**config.mk**
```make
export PLATFORM = sky130hd
export DESIGN_NAME = fft_unload_flat
export DESIGN_NICKNAME = d
export VERILOG_FILES = /design/src/rtl/fft_unload_if.sv /design/src/rtl/fft_unload.sv /design/src/flat_wrapper.sv
export SDC_FILE = /design/constraint.sdc
export NUM_CORES = 1
export LEC_CHECK = 0
export ABC_AREA = 1
export BUFFER_PORTS_ARGS = -buffer_cell sky130_fd_sc_hd__buf_2
export CORE_ASPECT_RATIO = 1.4
export CORE_MARGIN = 3
export CORE_UTILIZATION = 50
export DETAILED_ROUTE_END_ITERATION = 6
export GPL_TIMING_DRIVEN = 0
export PLACE_DENSITY = 0.83
export SYNTH_ARGS = -nofsm -noshare
export SYNTH_HDL_FRONTEND = slang
export SYNTH_SLANG_ARGS = --single-unit
```
**constraint.sdc**
```tcl
create_clock -name iCLK -period 3.8 [get_ports iCLK]
set_clock_uncertainty 0.15 [all_clocks]
set_input_delay 0.38 -clock iCLK [delete_from_list [all_inputs] [get_ports iCLK]]
set_output_delay 0.38 -clock iCLK [all_outputs]
set_load 0.005 [all_outputs]
```
**src/rtl/fft_unload_if.sv**
```systemverilog
// Handshake/bus bundle between the FFT result unloader, the four bank RAMs and
// the downstream sample consumer.
interface fft_unload_if #(
    parameter int DATA_W = 16
);
    logic              iSTART;
    logic [8:0]        oADDR_RD;
    logic [1:0]        oBANK_SEL;
    logic              oRD_EN;
    logic [DATA_W-1:0] iDATA_RE_0, iDATA_RE_1, iDATA_RE_2, iDATA_RE_3;
    logic [DATA_W-1:0] iDATA_IM_0, iDATA_IM_1, iDATA_IM_2, iDATA_IM_3;
    logic [DATA_W-1:0] oDATA_RE, oDATA_IM;
    logic              oVALID;
    logic              iREADY;
    logic [10:0]       oINDEX;
    logic              oLAST;
    logic              oBUSY;
    logic              oDONE;

    modport master (
        input  iSTART, iREADY,
        input  iDATA_RE_0, iDATA_RE_1, iDATA_RE_2, iDATA_RE_3,
        input  iDATA_IM_0, iDATA_IM_1, iDATA_IM_2, iDATA_IM_3,
        output oADDR_RD, oBANK_SEL, oRD_EN, oDATA_RE, oDATA_IM,
        output oVALID, oINDEX, oLAST, oBUSY, oDONE
    );

    modport slave (
        output iSTART, iREADY,
        output iDATA_RE_0, iDATA_RE_1, iDATA_RE_2, iDATA_RE_3,
        output iDATA_IM_0, iDATA_IM_1, iDATA_IM_2, iDATA_IM_3,
        input  oADDR_RD, oBANK_SEL, oRD_EN, oDATA_RE, oDATA_IM,
        input  oVALID, oINDEX, oLAST, oBUSY, oDONE
    );
endinterface

```
**src/rtl/fft_unload.sv**
```systemverilog
// Unloads 2048 FFT results from four bank RAMs in natural bin order through a
// small credit-limited FIFO. Define FFT_UNLOAD_DIGIT_REV_EN for radix-4 digit-reversed storage.
module fft_unload #(
    parameter int DATA_W     = 16,
    parameter int RD_LAT     = 2,
    parameter int FIFO_DEPTH = 4
) (
    input  logic          iCLK,
    input  logic          iRESET,
    fft_unload_if.master  bus
);
    localparam int PTR_W = (FIFO_DEPTH > 1) ? $clog2(FIFO_DEPTH) : 1;
    localparam int CNT_W = $clog2(FIFO_DEPTH + 1);
    localparam int SUM_W = $clog2(FIFO_DEPTH + RD_LAT + 1);

    typedef enum logic [1:0] {IDLE, RUN, DRAIN, DONE} state_t;

    function automatic logic [10:0] map_idx(input logic [10:0] n);
`ifdef FFT_UNLOAD_DIGIT_REV_EN
        return {n[1:0], n[3:2], n[5:4], n[7:6], n[9:8], n[10]};
`else
        return n;
`endif
    endfunction

    function automatic logic [PTR_W-1:0] ptr_inc(input logic [PTR_W-1:0] p);
        return (p == PTR_W'(FIFO_DEPTH - 1)) ? '0 : p + 1'b1;
    endfunction

    state_t                  state;
    logic [10:0]             rd_n, out_n, s;
    logic [RD_LAT:1]         vld_pipe;
    logic [RD_LAT:1][1:0]    bank_pipe;
    logic [DATA_W-1:0]       mem_re [FIFO_DEPTH];
    logic [DATA_W-1:0]       mem_im [FIFO_DEPTH];
    logic [PTR_W-1:0]        wr_ptr, rd_ptr;
    logic [CNT_W-1:0]        fifo_cnt, cnt_nxt;
    logic [SUM_W-1:0]        inflight;
    logic                    pend_keep, rd_en, wr, pop, drained;
    logic [DATA_W-1:0]       wr_re, wr_im;

    assign s = map_idx(rd_n);

    // A read is credited against the FIFO from issue until its pop; a pop only
    // returns its credit on the following cycle since fifo_cnt is registered.
    always_comb begin
        inflight  = '0;
        pend_keep = 1'b0;
        for (int k = 1; k <= RD_LAT; k++) begin
            inflight = inflight + SUM_W'(vld_pipe[k]);
            if (k < RD_LAT) pend_keep = pend_keep | vld_pipe[k];
        end
    end

    assign rd_en   = (state == RUN) && ((SUM_W'(fifo_cnt) + inflight) < SUM_W'(FIFO_DEPTH));
    assign wr      = vld_pipe[RD_LAT];
    assign pop     = (fifo_cnt != '0) && bus.iREADY;
    assign cnt_nxt = fifo_cnt + CNT_W'(wr) - CNT_W'(pop);
    assign drained = (cnt_nxt == '0) && !pend_keep;

    always_comb begin
        wr_re = bus.iDATA_RE_0;
        wr_im = bus.iDATA_IM_0;
        case (bank_pipe[RD_LAT])
            2'd1: begin wr_re = bus.iDATA_RE_1; wr_im = bus.iDATA_IM_1; end
            2'd2: begin wr_re = bus.iDATA_RE_2; wr_im = bus.iDATA_IM_2; end
            2'd3: begin wr_re = bus.iDATA_RE_3; wr_im = bus.iDATA_IM_3; end
            default: ;
        endcase
    end

    always_ff @(posedge iCLK) begin
        if (iRESET) begin
            state     <= IDLE;
            rd_n      <= '0;
            out_n     <= '0;
            vld_pipe  <= '0;
            bank_pipe <= '0;
            wr_ptr    <= '0;
            rd_ptr    <= '0;
            fifo_cnt  <= '0;
            for (int i = 0; i < FIFO_DEPTH; i++) begin
                mem_re[i] <= '0;
                mem_im[i] <= '0;
            end
        end else begin
            vld_pipe[1]  <= rd_en;
            bank_pipe[1] <= s[10:9];
            for (int k = 2; k <= RD_LAT; k++) begin
                vld_pipe[k]  <= vld_pipe[k-1];
                bank_pipe[k] <= bank_pipe[k-1];
            end
            if (wr) begin
                mem_re[wr_ptr] <= wr_re;
                mem_im[wr_ptr] <= wr_im;
                wr_ptr         <= ptr_inc(wr_ptr);
            end
            if (pop) begin
                rd_ptr <= ptr_inc(rd_ptr);
                if (out_n != 11'd2047) out_n <= out_n + 11'd1;
            end
            fifo_cnt <= cnt_nxt;
            case (state)
                IDLE: if (bus.iSTART) begin
                    state <= RUN;
                    rd_n  <= '0;
                    out_n <= '0;
                end
                RUN: if (rd_en) begin
                    if (rd_n == 11'd2047) state <= DRAIN;
                    else                  rd_n  <= rd_n + 11'd1;
                end
                DRAIN: if (drained) state <= DONE;
                default: state <= IDLE;
            endcase
        end
    end

    assign bus.oRD_EN    = rd_en;
    assign bus.oADDR_RD  = s[8:0];
    assign bus.oBANK_SEL = s[10:9];
    assign bus.oVALID    = (fifo_cnt != '0);
    assign bus.oDATA_RE  = mem_re[rd_ptr];
    assign bus.oDATA_IM  = mem_im[rd_ptr];
    assign bus.oINDEX    = out_n;
    assign bus.oLAST     = (fifo_cnt != '0) && (out_n == 11'd2047);
    assign bus.oBUSY     = (state == RUN) || (state == DRAIN);
    assign bus.oDONE     = (state == DONE);
endmodule

```
**src/flat_wrapper.sv**
```systemverilog
// flat-port wrapper written by rule: the top's interface ports become plain ports
module fft_unload_flat 
#(
    parameter int DATA_W     = 16,
    parameter int RD_LAT     = 2,
    parameter int FIFO_DEPTH = 4
)
  (iCLK, iRESET, bus_iSTART, bus_iREADY, bus_iDATA_RE_0, bus_iDATA_RE_1, bus_iDATA_RE_2, bus_iDATA_RE_3, bus_iDATA_IM_0, bus_iDATA_IM_1, bus_iDATA_IM_2, bus_iDATA_IM_3, bus_oADDR_RD, bus_oBANK_SEL, bus_oRD_EN, bus_oDATA_RE, bus_oDATA_IM, bus_oVALID, bus_oINDEX, bus_oLAST, bus_oBUSY, bus_oDONE);
  fft_unload_if #(.DATA_W(DATA_W)) bus_i ();
  input  logic iCLK;
  input  logic iRESET;
  input wire logic [$bits(bus_i.iSTART)-1:0] bus_iSTART;
  input wire logic [$bits(bus_i.iREADY)-1:0] bus_iREADY;
  input wire logic [$bits(bus_i.iDATA_RE_0)-1:0] bus_iDATA_RE_0;
  input wire logic [$bits(bus_i.iDATA_RE_1)-1:0] bus_iDATA_RE_1;
  input wire logic [$bits(bus_i.iDATA_RE_2)-1:0] bus_iDATA_RE_2;
  input wire logic [$bits(bus_i.iDATA_RE_3)-1:0] bus_iDATA_RE_3;
  input wire logic [$bits(bus_i.iDATA_IM_0)-1:0] bus_iDATA_IM_0;
  input wire logic [$bits(bus_i.iDATA_IM_1)-1:0] bus_iDATA_IM_1;
  input wire logic [$bits(bus_i.iDATA_IM_2)-1:0] bus_iDATA_IM_2;
  input wire logic [$bits(bus_i.iDATA_IM_3)-1:0] bus_iDATA_IM_3;
  output wire logic [$bits(bus_i.oADDR_RD)-1:0] bus_oADDR_RD;
  output wire logic [$bits(bus_i.oBANK_SEL)-1:0] bus_oBANK_SEL;
  output wire logic [$bits(bus_i.oRD_EN)-1:0] bus_oRD_EN;
  output wire logic [$bits(bus_i.oDATA_RE)-1:0] bus_oDATA_RE;
  output wire logic [$bits(bus_i.oDATA_IM)-1:0] bus_oDATA_IM;
  output wire logic [$bits(bus_i.oVALID)-1:0] bus_oVALID;
  output wire logic [$bits(bus_i.oINDEX)-1:0] bus_oINDEX;
  output wire logic [$bits(bus_i.oLAST)-1:0] bus_oLAST;
  output wire logic [$bits(bus_i.oBUSY)-1:0] bus_oBUSY;
  output wire logic [$bits(bus_i.oDONE)-1:0] bus_oDONE;
  assign bus_i.iSTART = bus_iSTART;
  assign bus_i.iREADY = bus_iREADY;
  assign bus_i.iDATA_RE_0 = bus_iDATA_RE_0;
  assign bus_i.iDATA_RE_1 = bus_iDATA_RE_1;
  assign bus_i.iDATA_RE_2 = bus_iDATA_RE_2;
  assign bus_i.iDATA_RE_3 = bus_iDATA_RE_3;
  assign bus_i.iDATA_IM_0 = bus_iDATA_IM_0;
  assign bus_i.iDATA_IM_1 = bus_iDATA_IM_1;
  assign bus_i.iDATA_IM_2 = bus_iDATA_IM_2;
  assign bus_i.iDATA_IM_3 = bus_iDATA_IM_3;
  assign bus_oADDR_RD = bus_i.oADDR_RD;
  assign bus_oBANK_SEL = bus_i.oBANK_SEL;
  assign bus_oRD_EN = bus_i.oRD_EN;
  assign bus_oDATA_RE = bus_i.oDATA_RE;
  assign bus_oDATA_IM = bus_i.oDATA_IM;
  assign bus_oVALID = bus_i.oVALID;
  assign bus_oINDEX = bus_i.oINDEX;
  assign bus_oLAST = bus_i.oLAST;
  assign bus_oBUSY = bus_i.oBUSY;
  assign bus_oDONE = bus_i.oDONE;
  fft_unload #(.DATA_W(DATA_W), .RD_LAT(RD_LAT), .FIFO_DEPTH(FIFO_DEPTH)) u_core (.iCLK(iCLK), .iRESET(iRESET), .bus(bus_i));
endmodule
```
Yosys cells after proc, flatten, opt, wreduce, memory -nomap -nowiden. Memory sizes are Yosys's and may differ from the RTL's. A register that Yosys moved wholly into a read port is not among the register bits. Index checks and enable logic that the tools add are counted.

Eq/ne operators: 16. Mux-type cells: 32. $add $sub $neg: 8. $lt $le $gt $ge: 1. Reduce and logical (&&, ||, !) cells: 14.

Operators with widths (number): $pmux W16 S3 (2); $mux W11 (7); $mux W16 (2); $reduce_or A16 Y1 (2); $mux W2 (12); $add A11 B1 Y11 const B (2); $eq A11 B11 Y1 const B (2); $pmux W11 S2 (1); $eq A2 B2 Y1 const B (6); $ne A11 B11 Y1 const B (1); $ne A2 B2 Y1 const B (4); $reduce_and A4 Y1 (2); $mux W1 (7); $pmux W2 S3 (1); $add A2 B1 Y2 const B (2); $eq A2 B1 Y1 const B (2); $logic_and A1 B1 Y1 (4); $add A3 B1 Y3 (1); $add A3 B3 Y3 (1); $logic_not A3 Y1 (1); $lt A3 B3 Y1 const B (1); $reduce_bool A3 Y1 (1); $sub A3 B1 Y3 (1); $add A1 B1 Y2 (1); 5 further kinds (5).

Memory bits (writable): 128. Memories: 2. Logic and storage cells: 82. Bits in registers: 37. Output and inout port bits: 59.

Memory list: u_core.mem_im (depth 4, width 16, rd ports 1, clocked after memory_dff 1, write ports 4, RTL line fft_unload.sv:35) `logic [DATA_W-1:0] mem_im [FIFO_DEPTH];`; u_core.mem_re (depth 4, width 16, rd ports 1, clocked after memory_dff 1, write ports 4, RTL line fft_unload.sv:34) `logic [DATA_W-1:0] mem_re [FIFO_DEPTH];`.

Logic depth before layout (Yosys ltp). Gate-level depths: netlist (run 1).

Word-level depth: 7. Depth in mapped cells: 17.

Least setup slack after synthesis (run 1). OpenSTA, ideal clock, no wires.

Path kind: input-to-reg. Start point: input iRESET. End point: memory u_core.mem_im[3][0], enable pin. Cell stages on the path: 4. Buffers on the path: 0. Data required time: 3.189 ns. Arrival: 2.781 ns. Setup slack: 0.408 ns. Cell sequence: nor2_2 inv_2 nor2_2 nor3_1.

RTL lines: from (decl) (RTL line flat_wrapper.sv:11) `input logic iRESET;`; to (decl) (RTL line fft_unload.sv:35).

==> summary.txt, run 1 <==
Setup path
  – Cells along the critical path: inv_2 > nor2_2 > inv_2 > nor2_2 > nand2_1 > clkbuf_1 > nand2_2
  – Critical Path Fanout Max: 32
  – CP Capture Type: register
  – Worst r2r dst: u_core.mem_re[0][5]
  – Required time of the critical path: 3690 ps
  – Crit-path max cell delay: ~800 ps
  – Startpoint Class: register
  – Worst Reg-to-Reg Cells: 7
  – Worst setup path class: reg -> reg
  – Data arrival, critical path: 2840 ps
  – Slowest-stage cell, CP: nand2_2
  – Worst R2R Setup Slack: 860 ps
  – Worst R2R Start: u_core.vld_pipe[2]

Worst hold path
  – Min-delay worst type: in -> reg
  – Hold_sp: bus_iSTART
  – Worst Hold Path Cells: 4
  – Worst Hold Endpoint: u_core.rd_n[4]

Synth
  – Post-synthesis compound-gate area fraction: 0.0869
  – Sequential fraction of the synthesis area: 0.559
  – Syn Area/Cell: between 8 and 9 µm²
  – Post-synthesis cell type count: 34
  – Net Count, Synth: 1107
  – Mapped Area: about 8300 µm²
  – Synth Area in XOR/XNOR: 0.00424
  – Seq cells post-synth: 167
  – Post-synthesis mux area share: 0
  – Top FF cell, synth: edfxtp_1
  – Simple-Gate Fraction of Synth Area: 0.270
  – Mapped Cells: 962
  – Post-synth EDFFs: about 130
  – Ys Warns: 0
  – Largest family of logic cells by synthesized area: simple AND/OR/NAND/NOR gates
  – Ys async rst share: 0
  – Synth Area in Adders: 0.0206

Finish
  – Ant diodes: 0
  – Share of cells above drive strength 1: 0.250
  – Final nets: around 1300
  – Fill cells: 1331
  – Synthesis-to-layout area growth: 21.9%
  – Final Cell Area: 10100 µm²
  – Area occupied by registers: 4620 µm²
  – Multi-input logic area: ~3200 µm²

Routing
  – Antenna Nets Post-Route: 0
  – Vias/cell: approximately 5.5
  – Initial DRC count: 581
  – Routed wire length: 23000 µm
  – DR pass1 iterations: 5
  – Via count: 7628
  – DR WL/cell: 16.6 µm
  – # DRC: 0

STA
  – Fmax: between 300 and 400 MHz
  – Final Cycle Share: 0.775
  – Final setup vio count: 0
  – RSZ-0062 raised after global routing: false
  – Final Hold Fails: 0
  – Final min period: 2940 ps
  – Final Slew Violations: 0
  – Hold Slack: about 210 ps
  – Slew @ Worst Pin: roughly 940 ps
  – Rel. slew slack: 0.369

Global routing
  – First-pass GRT wire length: about 35000 µm
  – Largest net degree at the start of global routing: 33
  – Total GRT Usage: 0.248
  – Vias in the first global route: about 7000
  – Antenna violations before repair: 0
  – Grt ovf: 0

Status
  – Status: finished clean

Clock tree
  – Worst-path clk slew: 60 ps
  – CTS H-tree depth: 4
  – CTS Sinks: roughly 170
  – Cts hold-fix bufs: 0
  – Clock Tree Root: clkbuf_16
  – Worst skew pair latency: 420 ps
  – CTS Buffer Depth: 2
  – CTS buffer count: 17
  – Setup Buffers After CTS: 0
  – CTS tree: yes
  – Post-cts gate resize count: 0

Floorplanning
  – # rows: 55
  – Chip width: about 110 µm
  – Die area: 18100 µm²
  – Die Y-Extent: 158 µm
  – Starting density of the core: 0.511
  – Io pins: 191
  – Core area: 16200 µm²

Placement
  – Number of port buffers: 190
  – Detailed placement HPWL: 16000 µm
  – GPL Wtd Cong: 0.881
  – Placed cell areas: 9520 µm²

Power
  – VDD IR-drop max: 0.321 mV
  – Final Power: 5350 µW
  – Leak: approximately 0.004 µW
  – Power Density: 531 nW/µm²

Flow run
  – Maxcap violations: 0
worst max-delay path by stage:
| stage | from | to | slack [ps] |
|---|---|---|---|
| 3_3_place_gp | iRESET | u_core.mem_re[3][13] | -1480 |
| 3_5_place_dp | iRESET | u_core.mem_re[0][13] | 870 |
| 5_1_grt | u_core.fifo_cnt[1] | u_core.state[0] | 670 |
| 4_1_cts | u_core.fifo_cnt[1] | u_core.state[1] | 900 |
| 6_report | u_core.vld_pipe[2] | u_core.mem_re[0][5] | 860 |
| 2_1_floorplan | iRESET | u_core.mem_im[3][0] | 410 |
per-stage QoR:
stage	TNS (ps)	utilization	instances	setup WS, ps
2_1_floorplan	0	-	962	408
3_3_place_gp	-47330	0.585	1351	-1480
3_5_place_dp	0	0.589	1354	873
4_1_cts	0	0.623	1385	899
5_1_grt	0	0.623	1385	670
6_report	0	0.623	1385	855
worst max-delay path: cells and delay by family, from the launching register on:
| kind | cells | cell delay, ps |
|---|---|---|
| simple gates | 4 | 1520 |
| buf+inv | 3 | 530 |
| flops | 1 | 370 |
registers in the layout (all words and copies together) (netlist names), named ones only:
| name | cells |
|---|---|
| u_core.wr_ptr | 2 |
| u_core.rd_ptr | 2 |
| u_core.rd_n | 11 |
| u_core.state | 2 |
| u_core.bank_pipe | 4 |
| u_core.vld_pipe | 2 |
| u_core.fifo_cnt | 3 |
| u_core.mem_im | 64 |
| u_core.mem_re | 64 |
| u_core.bus.oINDEX | 11 |
per-layer routing:
| metal | part of all wire | up-vias | GRT usage |
|---|---|---|---|
| met5 | 0 | - | 0 |
| met3 | 0.079 | 68 | 0.0470 |
| met4 | 0.035 | 0 | 0.125 |
| met1 | 0.36 | 3550 | 0.280 |
| li1 | - | 3641 | - |
| met2 | 0.53 | 369 | 0.442 |
cell usage in the layout, fill, tap and decap left out, drive strengths merged, types with 4 or more instances in the layout:
master	netlist	final
buf	17	210
clkinv	1	4
clkbuf	30	48
nor2	220	220
dfxtp	39	39
a21oi	18	18
inv	74	78
nand4	38	38
nor3	6	6
ha	12	12
o21ai	75	75
and2	32	32
nand2	205	205
nand3	22	22
edfxtp	128	128
o22ai	32	32
clkinvlp	0	5
area by class of cell:
cell class | count | area share
sequential | 167 | 0.459
timing repair buffer | 193 | 0.0985
clock buffer | 18 | 0.0426
tap | 199 | 0.0247
buffer | 47 | 0.0201
multi-input combinational | 673 | 0.315
inverter | 75 | 0.0280
clock inverter | 13 | 0.0123
cell families after synthesis:
logic type	Yosys count
AND/OR/NAND/NOR	524
flip-flops	167
AO/OA/AOI/OAI	132
buffers and inverters	122
adder cells (fa/ha/maj)	13
XOR/XNOR	4
cells in the mapped netlist, drive strengths merged, types with 3 or more instances:
master | count | area [µm²]
nor2 | 220 | 858
nor3 | 6 | 35.0
a21oi | 18 | 90.1
inv | 74 | 278
buf | 17 | 90.1
nand3 | 22 | 120
dfxtp | 39 | 781
nand4 | 38 | 238
o22ai | 32 | 200
a31oi | 3 | 18.8
ha | 12 | 150
and2 | 32 | 200
xor2 | 3 | 26.3
edfxtp | 128 | 3840
nand2 | 205 | 774
o21ai | 75 | 375
clkbuf | 30 | 113
power by group:
| group | total (µW) | leakage, µW | internal (µW) | switching [µW] |
|---|---|---|---|---|
| clock network | 1630 | 0.000257 | 906 | 723 |
| registers | 2190 | 0.00164 | 2100 | 88.0 |
| logic | 1530 | 0.00217 | 562 | 963 |
No activity file was read; power rests on OpenSTA's default activity.
==> inputs of run 2 (changes only) <==
==> constraint.sdc (replaced) <==
create_clock -name iCLK -period 2.89 [get_ports iCLK]
set_clock_uncertainty 0.15 [all_clocks]
set_input_delay 0.289 -clock iCLK [delete_from_list [all_inputs] [get_ports iCLK]]
set_output_delay 0.289 -clock iCLK [all_outputs]
set_load 0.005 [all_outputs]
==> run 2 against run 1 <==
Core utilization up 0.38 points. Worst setup slack lost 690 ps. Final area up 0.61%. Cell count stayed put. Non-clock buffer count did not move.
==> summary.txt, run 2 (synthesis results as in run 1) <==
Status
  – Status: finished clean

Routing
  – DR pass1 iterations: 6
  – Antenna Nets Post-Route: 0
  – Routed wire length: between 20000 and 25000 µm
  – Vias/cell: around 5.5
  – Initial DRC count: 570
  – # DRC: 0
  – DR WL/cell: 16.7 µm
  – Via count: around 7600

Setup path
  – CP Capture Type: output port
  – Cells along the critical path: clkbuf_1 > inv_2 > clkbuf_1 > nor2_1 > o22ai_1 > buf_2
  – Required time of the critical path: 2450 ps
  – Slowest-stage cell, CP: clkbuf_1
  – Critical Path Fanout Max: 10
  – Startpoint Class: register
  – Worst setup path class: reg -> out
  – Most frequent cell on the critical path: clkbuf_1
  – Crit-path max cell delay: 510 ps
  – Data arrival, critical path: 2280 ps

Floorplanning
  – Chip width: 115 µm
  – Die area: 18100 µm²
  – Die Y-Extent: 158 µm
  – # rows: 55
  – Core area: around 16000 µm²
  – Starting density of the core: 0.511
  – Io pins: approximately 190

STA
  – Rel. slew slack: 0.320
  – Fmax: 367 MHz
  – Slew @ Worst Pin: 1020 ps
  – Final setup vio count: 0
  – Final min period: 2720 ps
  – Final TNS setup: 0 ps
  – Final Slew Violations: 0
  – Final Cycle Share: 0.942
  – Final Hold Fails: 0

Finish
  – Fill cells: 1300
  – Multi-input logic area: 3200 µm²
  – Share of cells above drive strength 1: 0.254
  – Ant diodes: 0
  – Area occupied by registers: 4630 µm²
  – Commonest non-fill, non-tap cell in the layout: nor2_1
  – Largest registers: u_core.mem_im (64), u_core.mem_re (64)
  – Final core occ: 0.627
  – Final nets: between 1000 and 1500
  – Commonest cells after routing, fill and taps aside: nor2_1 (210), buf_2 (205), nand2_1 (200)
  – Synthesis-to-layout area growth: 22.6%

Power
  – Clk pwr share: 0.311
  – Sequential power share: 0.404
  – Sw frac: 0.328
  – Logic pwr share: 0.285
  – Leak: 0.00409 µW
  – Net Switching: 2340 µW
  – VDD IR-drop max: between 0.4 and 0.5 mV
  – Internal power: about 4800 µW
  – Power Density: ~710 nW/µm²

Clock tree
  – CTS H-tree depth: 4
  – CTS tree: yes
  – CTS Sinks: 167
  – CTS buffer count: 17
  – Worst-path clk slew: around 60 ps
  – CTS Buffer Depth: 2
  – Worst skew pair latency: 420 ps
  – Cts hold-fix bufs: 0
  – Clock Tree Root: clkbuf_16

Flow run
  – Maxcap violations: 0

Placement
  – Number of port buffers: 190
  – Detailed placement HPWL: between 15000 and 20000 µm
  – GPL Wtd Cong: 0.881

Global routing
  – Antenna violations before repair: 0
  – Vias in the first global route: 7248
  – Total GRT Usage: 0.248
  – First-pass GRT wire length: ~35000 µm
  – Grt ovf: 0
  – Largest net degree at the start of global routing: 33

Worst hold path
  – Min-delay worst type: in -> reg
==> run 2: critical path, delay by kind of cell, from the launching register on <==
| kind | cells | cell delay [ps] |
|---|---|---|
| and+or+nand+nor | 1 | 150 |
| DFF | 1 | 330 |
| AOI/OAI and AO/OA | 1 | 270 |
| buffers and inverters | 4 | 1110 |
==> run 2: cell type report <==
type	instances	share of cell area
buffer	47	0.0200
inverter	75	0.0280
clock inverter	14	0.0148
tap	199	0.0246
sequential	167	0.456
timing repair buffer	193	0.0980
multi-input combinational	673	0.316
clock buffer	17	0.0420
==> run 2: per-stage QoR <==
stage / hold WS, ps / cells / total power, µW / setup WS (ps) / instance area (µm²)
floorplan: 238 / 962 / 4070 / 382 / 8270
global placement: 240 / 1351 / 4840 / -551 / 9470
detailed placement: 243 / 1352 / 4890 / 78.0 / 9510
CTS: 121 / 1383 / 7090 / 44.7 / 10100
global route: 167 / 1385 / 7450 / -28.7 / 10100
finish: 134 / 1385 / 7140 / 169 / 10100
==> run 2: per-layer routing <==
layer | GRT usage | part of all wire
met2 | 0.447 | 0.53
met1 | 0.284 | 0.37
met4 | 0.109 | 0.026
met3 | 0.0451 | 0.078
met5 | 0 | 0
==> run 2: power by group through the flow <==
stage / clock (µW) / combinational, µW / sequential, µW
2_1_floorplan: 0 / 1170 / 2900
3_3_place_gp: 0 / 1910 / 2930
3_5_place_dp: 0 / 1970 / 2930
4_1_cts: 2220 / 1990 / 2880
5_1_grt: 2310 / 2240 / 2900
6_report: 2220 / 2040 / 2890
==> run 2: worst paths after layout <==
check	startpoint	to	slack [ps]	cells after the start
worst max-delay path	register	bus_oDATA_IM[14]	170	6
worst min register to register	u_core.bank_pipe[1]	u_core.bank_pipe[3]	250	2
worst max register to register	u_core.fifo_cnt[1]	u_core.state[1]	210	16
worst min-delay path	iRESET	u_core.bus.oINDEX[2]	130	4
==> run 2: timing repair <==
item,in CTS,in global routing
setup buffers,0,2
resized for setup,0,8
setup endpoints to repair,0,98
==> inputs of run 3 (changes only) <==
--- a/config.mk
+++ b/config.mk
@@ -8,7 +8,6 @@
 export ABC_AREA = 1
 export BUFFER_PORTS_ARGS = -buffer_cell sky130_fd_sc_hd__buf_2
 export CORE_ASPECT_RATIO = 1.4
-export CORE_MARGIN = 3
 export CORE_UTILIZATION = 50
 export DETAILED_ROUTE_END_ITERATION = 6
 export GPL_TIMING_DRIVEN = 0
==> run 3 against run 2 <==
Clock power decreased by 3%. Via count increased by 0.20%. Sequential share of layout area increased by 0.16 points. First-iteration DRC count increased by 1.4%. Worst setup slack improved by 22 ps. Final area decreased by 0.35%. Die area decreased by 5.9%. Sequential power about the same. Critical path depth increased by 10. Largest cell class unchanged.
==> summary.txt, run 3 (synthesis results as in run 1) <==
Setup path
  – Required time of the critical path: 3110 ps
  – Startpoint Class: register
  – CP Capture Type: register
  – Critical Path Fanout Max: 8
  – Data arrival, critical path: 2910 ps
  – Worst R2R Setup Slack: 190 ps
  – Worst setup path class: reg -> reg

Flow run
  – Maxcap violations: 0

Floorplanning
  – Chip width: 111 µm
  – Die Y-Extent: roughly 150 µm
  – Io pins: 191
  – Core area: 16200 µm²
  – Starting density of the core: 0.511
  – Die area: 17100 µm²
  – # rows: 55

Clock tree
  – Worst-path clk slew: 60 ps
  – CTS Buffer Depth: 2
  – CTS tree: yes
  – CTS H-tree depth: 4
  – Setup Buffers After CTS: 0
  – Worst skew pair latency: approximately 430 ps
  – CTS buffer count: 17
  – CTS Sinks: 167
  – Clock Tree Root: clkbuf_16
  – Cts hold-fix bufs: 0

STA
  – Final Cycle Share: 0.934
  – Final Hold Fails: 0
  – Final Slew Violations: 0
  – Hold Slack: 122 ps
  – Rel. slew slack: 0.292
  – Fmax: between 300 and 400 MHz
  – Final min period: 2700 ps
  – Final setup vio count: 0
  – Final TNS setup: 0 ps
  – RSZ-0062 raised after global routing: false
  – Slew @ Worst Pin: 1060 ps
  – Setup ws final: around 190 ps

Worst hold path
  – Min-delay worst type: in -> reg

Power
  – Leak: a little over 0.004 µW
  – Logic pwr share: 0.285
  – Power Density: between 600 and 700 nW/µm²
  – Net Switching: about 2300 µW
  – Internal power: about 4700 µW
  – VDD IR-drop max: 0.453 mV
  – Sequential power share: 0.409
  – Sw frac: 0.333
  – Clk pwr share: 0.306

Finish
  – Largest registers: u_core.mem_im (64), u_core.mem_re (64)
  – Commonest non-fill, non-tap cell in the layout: nor2_1
  – Synthesis-to-layout area growth: 22.2%
  – Commonest cells after routing, fill and taps aside: nor2_1 (210), buf_2 (205), nand2_1 (200)
  – Final nets: approximately 1300
  – Fill cells: around 1300
  – Ant diodes: 0
  – Share of cells above drive strength 1: 0.251

Global routing
  – First-pass GRT wire length: approximately 35000 µm
  – Antenna violations before repair: 0
  – Grt ovf: 0
  – Largest net degree at the start of global routing: 33
  – Total GRT Usage: 0.262
  – Vias in the first global route: 7328

Placement
  – Pre-CTS WS: 21.9 ps
  – Number of port buffers: 190
  – GPL Wtd Cong: 0.866
  – Detailed placement HPWL: 15900 µm

Routing
  – Via count: approximately 7600
  – # DRC: 0
  – Antenna Nets Post-Route: 0
  – DR pass1 iterations: 5
  – DR WL/cell: 16.2 µm
  – Initial DRC count: 578
  – Vias/cell: 5.48
  – Routed wire length: 22400 µm

Status
  – Status: finished clean
run 3: timing repair:
action                     4_1_cts  5_1_grt
setup endpoints to repair        2       71
pin swaps                        0        1
hold endpoints to repair         0        0
gates cloned                     0        0
gates resized for setup          2        7
run 3: power groups by stage:
stage                     Sequential [µW]  Clock (µW)  Combinational, µW
final                                2880        2160               2010
after global routing                 2900        2230               2220
after CTS                            2880        2140               1970
after detailed placement             2930           0               1960
after global placement               2930           0               1890
after floorplan                      2900           0               1170
run 3: final timing paths:
path,start,endpoint,depth (start not counted)
worst max-delay path,u_core.fifo_cnt[2],u_core.state[1],16
worst min-delay path,iRESET,u_core.wr_ptr[0],4
worst max register to register,u_core.fifo_cnt[2],u_core.state[1],16
worst min register to register,u_core.bank_pipe[0],u_core.bank_pipe[2],2
run 3: through the flow:
stage / area [µm²] / instances / total power, µW / utilization
after global routing: 10100 / 1384 / 7360 / 0.624
final: 10100 / 1384 / 7050 / 0.624
after CTS: 10100 / 1384 / 7000 / 0.623
after floorplan: 8270 / 962 / 4070 / -
after global placement: 9470 / 1351 / 4820 / 0.586
after detailed placement: 9510 / 1352 / 4890 / 0.588
run 3: per-layer routing:
layer  part of all wire  track usage
met5                  0            0
met4              0.028        0.126
met1               0.36        0.282
met3              0.087       0.0560
met2               0.53        0.483
run 3: cell type report:
cell class                      count  area, µm²  area share
Sequential cell                   167       4630       0.458
Buffer                             47        203      0.0201
Tap cell                          199        249      0.0247
Inverter                           75        284      0.0281
Clock buffer                       18        429      0.0425
Multi-Input combinational cell    673       3200       0.317
Clock inverter                     14        126      0.0125
Timing Repair Buffer              191        978      0.0969
run 3: worst max-delay path, cell delays in order (launching register included):
cell,delay (ps)
dfxtp_1,330
inv_2,90
nand3_2,110
nand2_4,140
inv_4,70
ha_1,270
inv_1,60
ha_1,140
inv_1,50
fa_1,490
nor3b_2,160
nand3_1,100
nand2_1,100
nand2_1,70
nor2_2,100
nor2_1,60
nor2_1,110
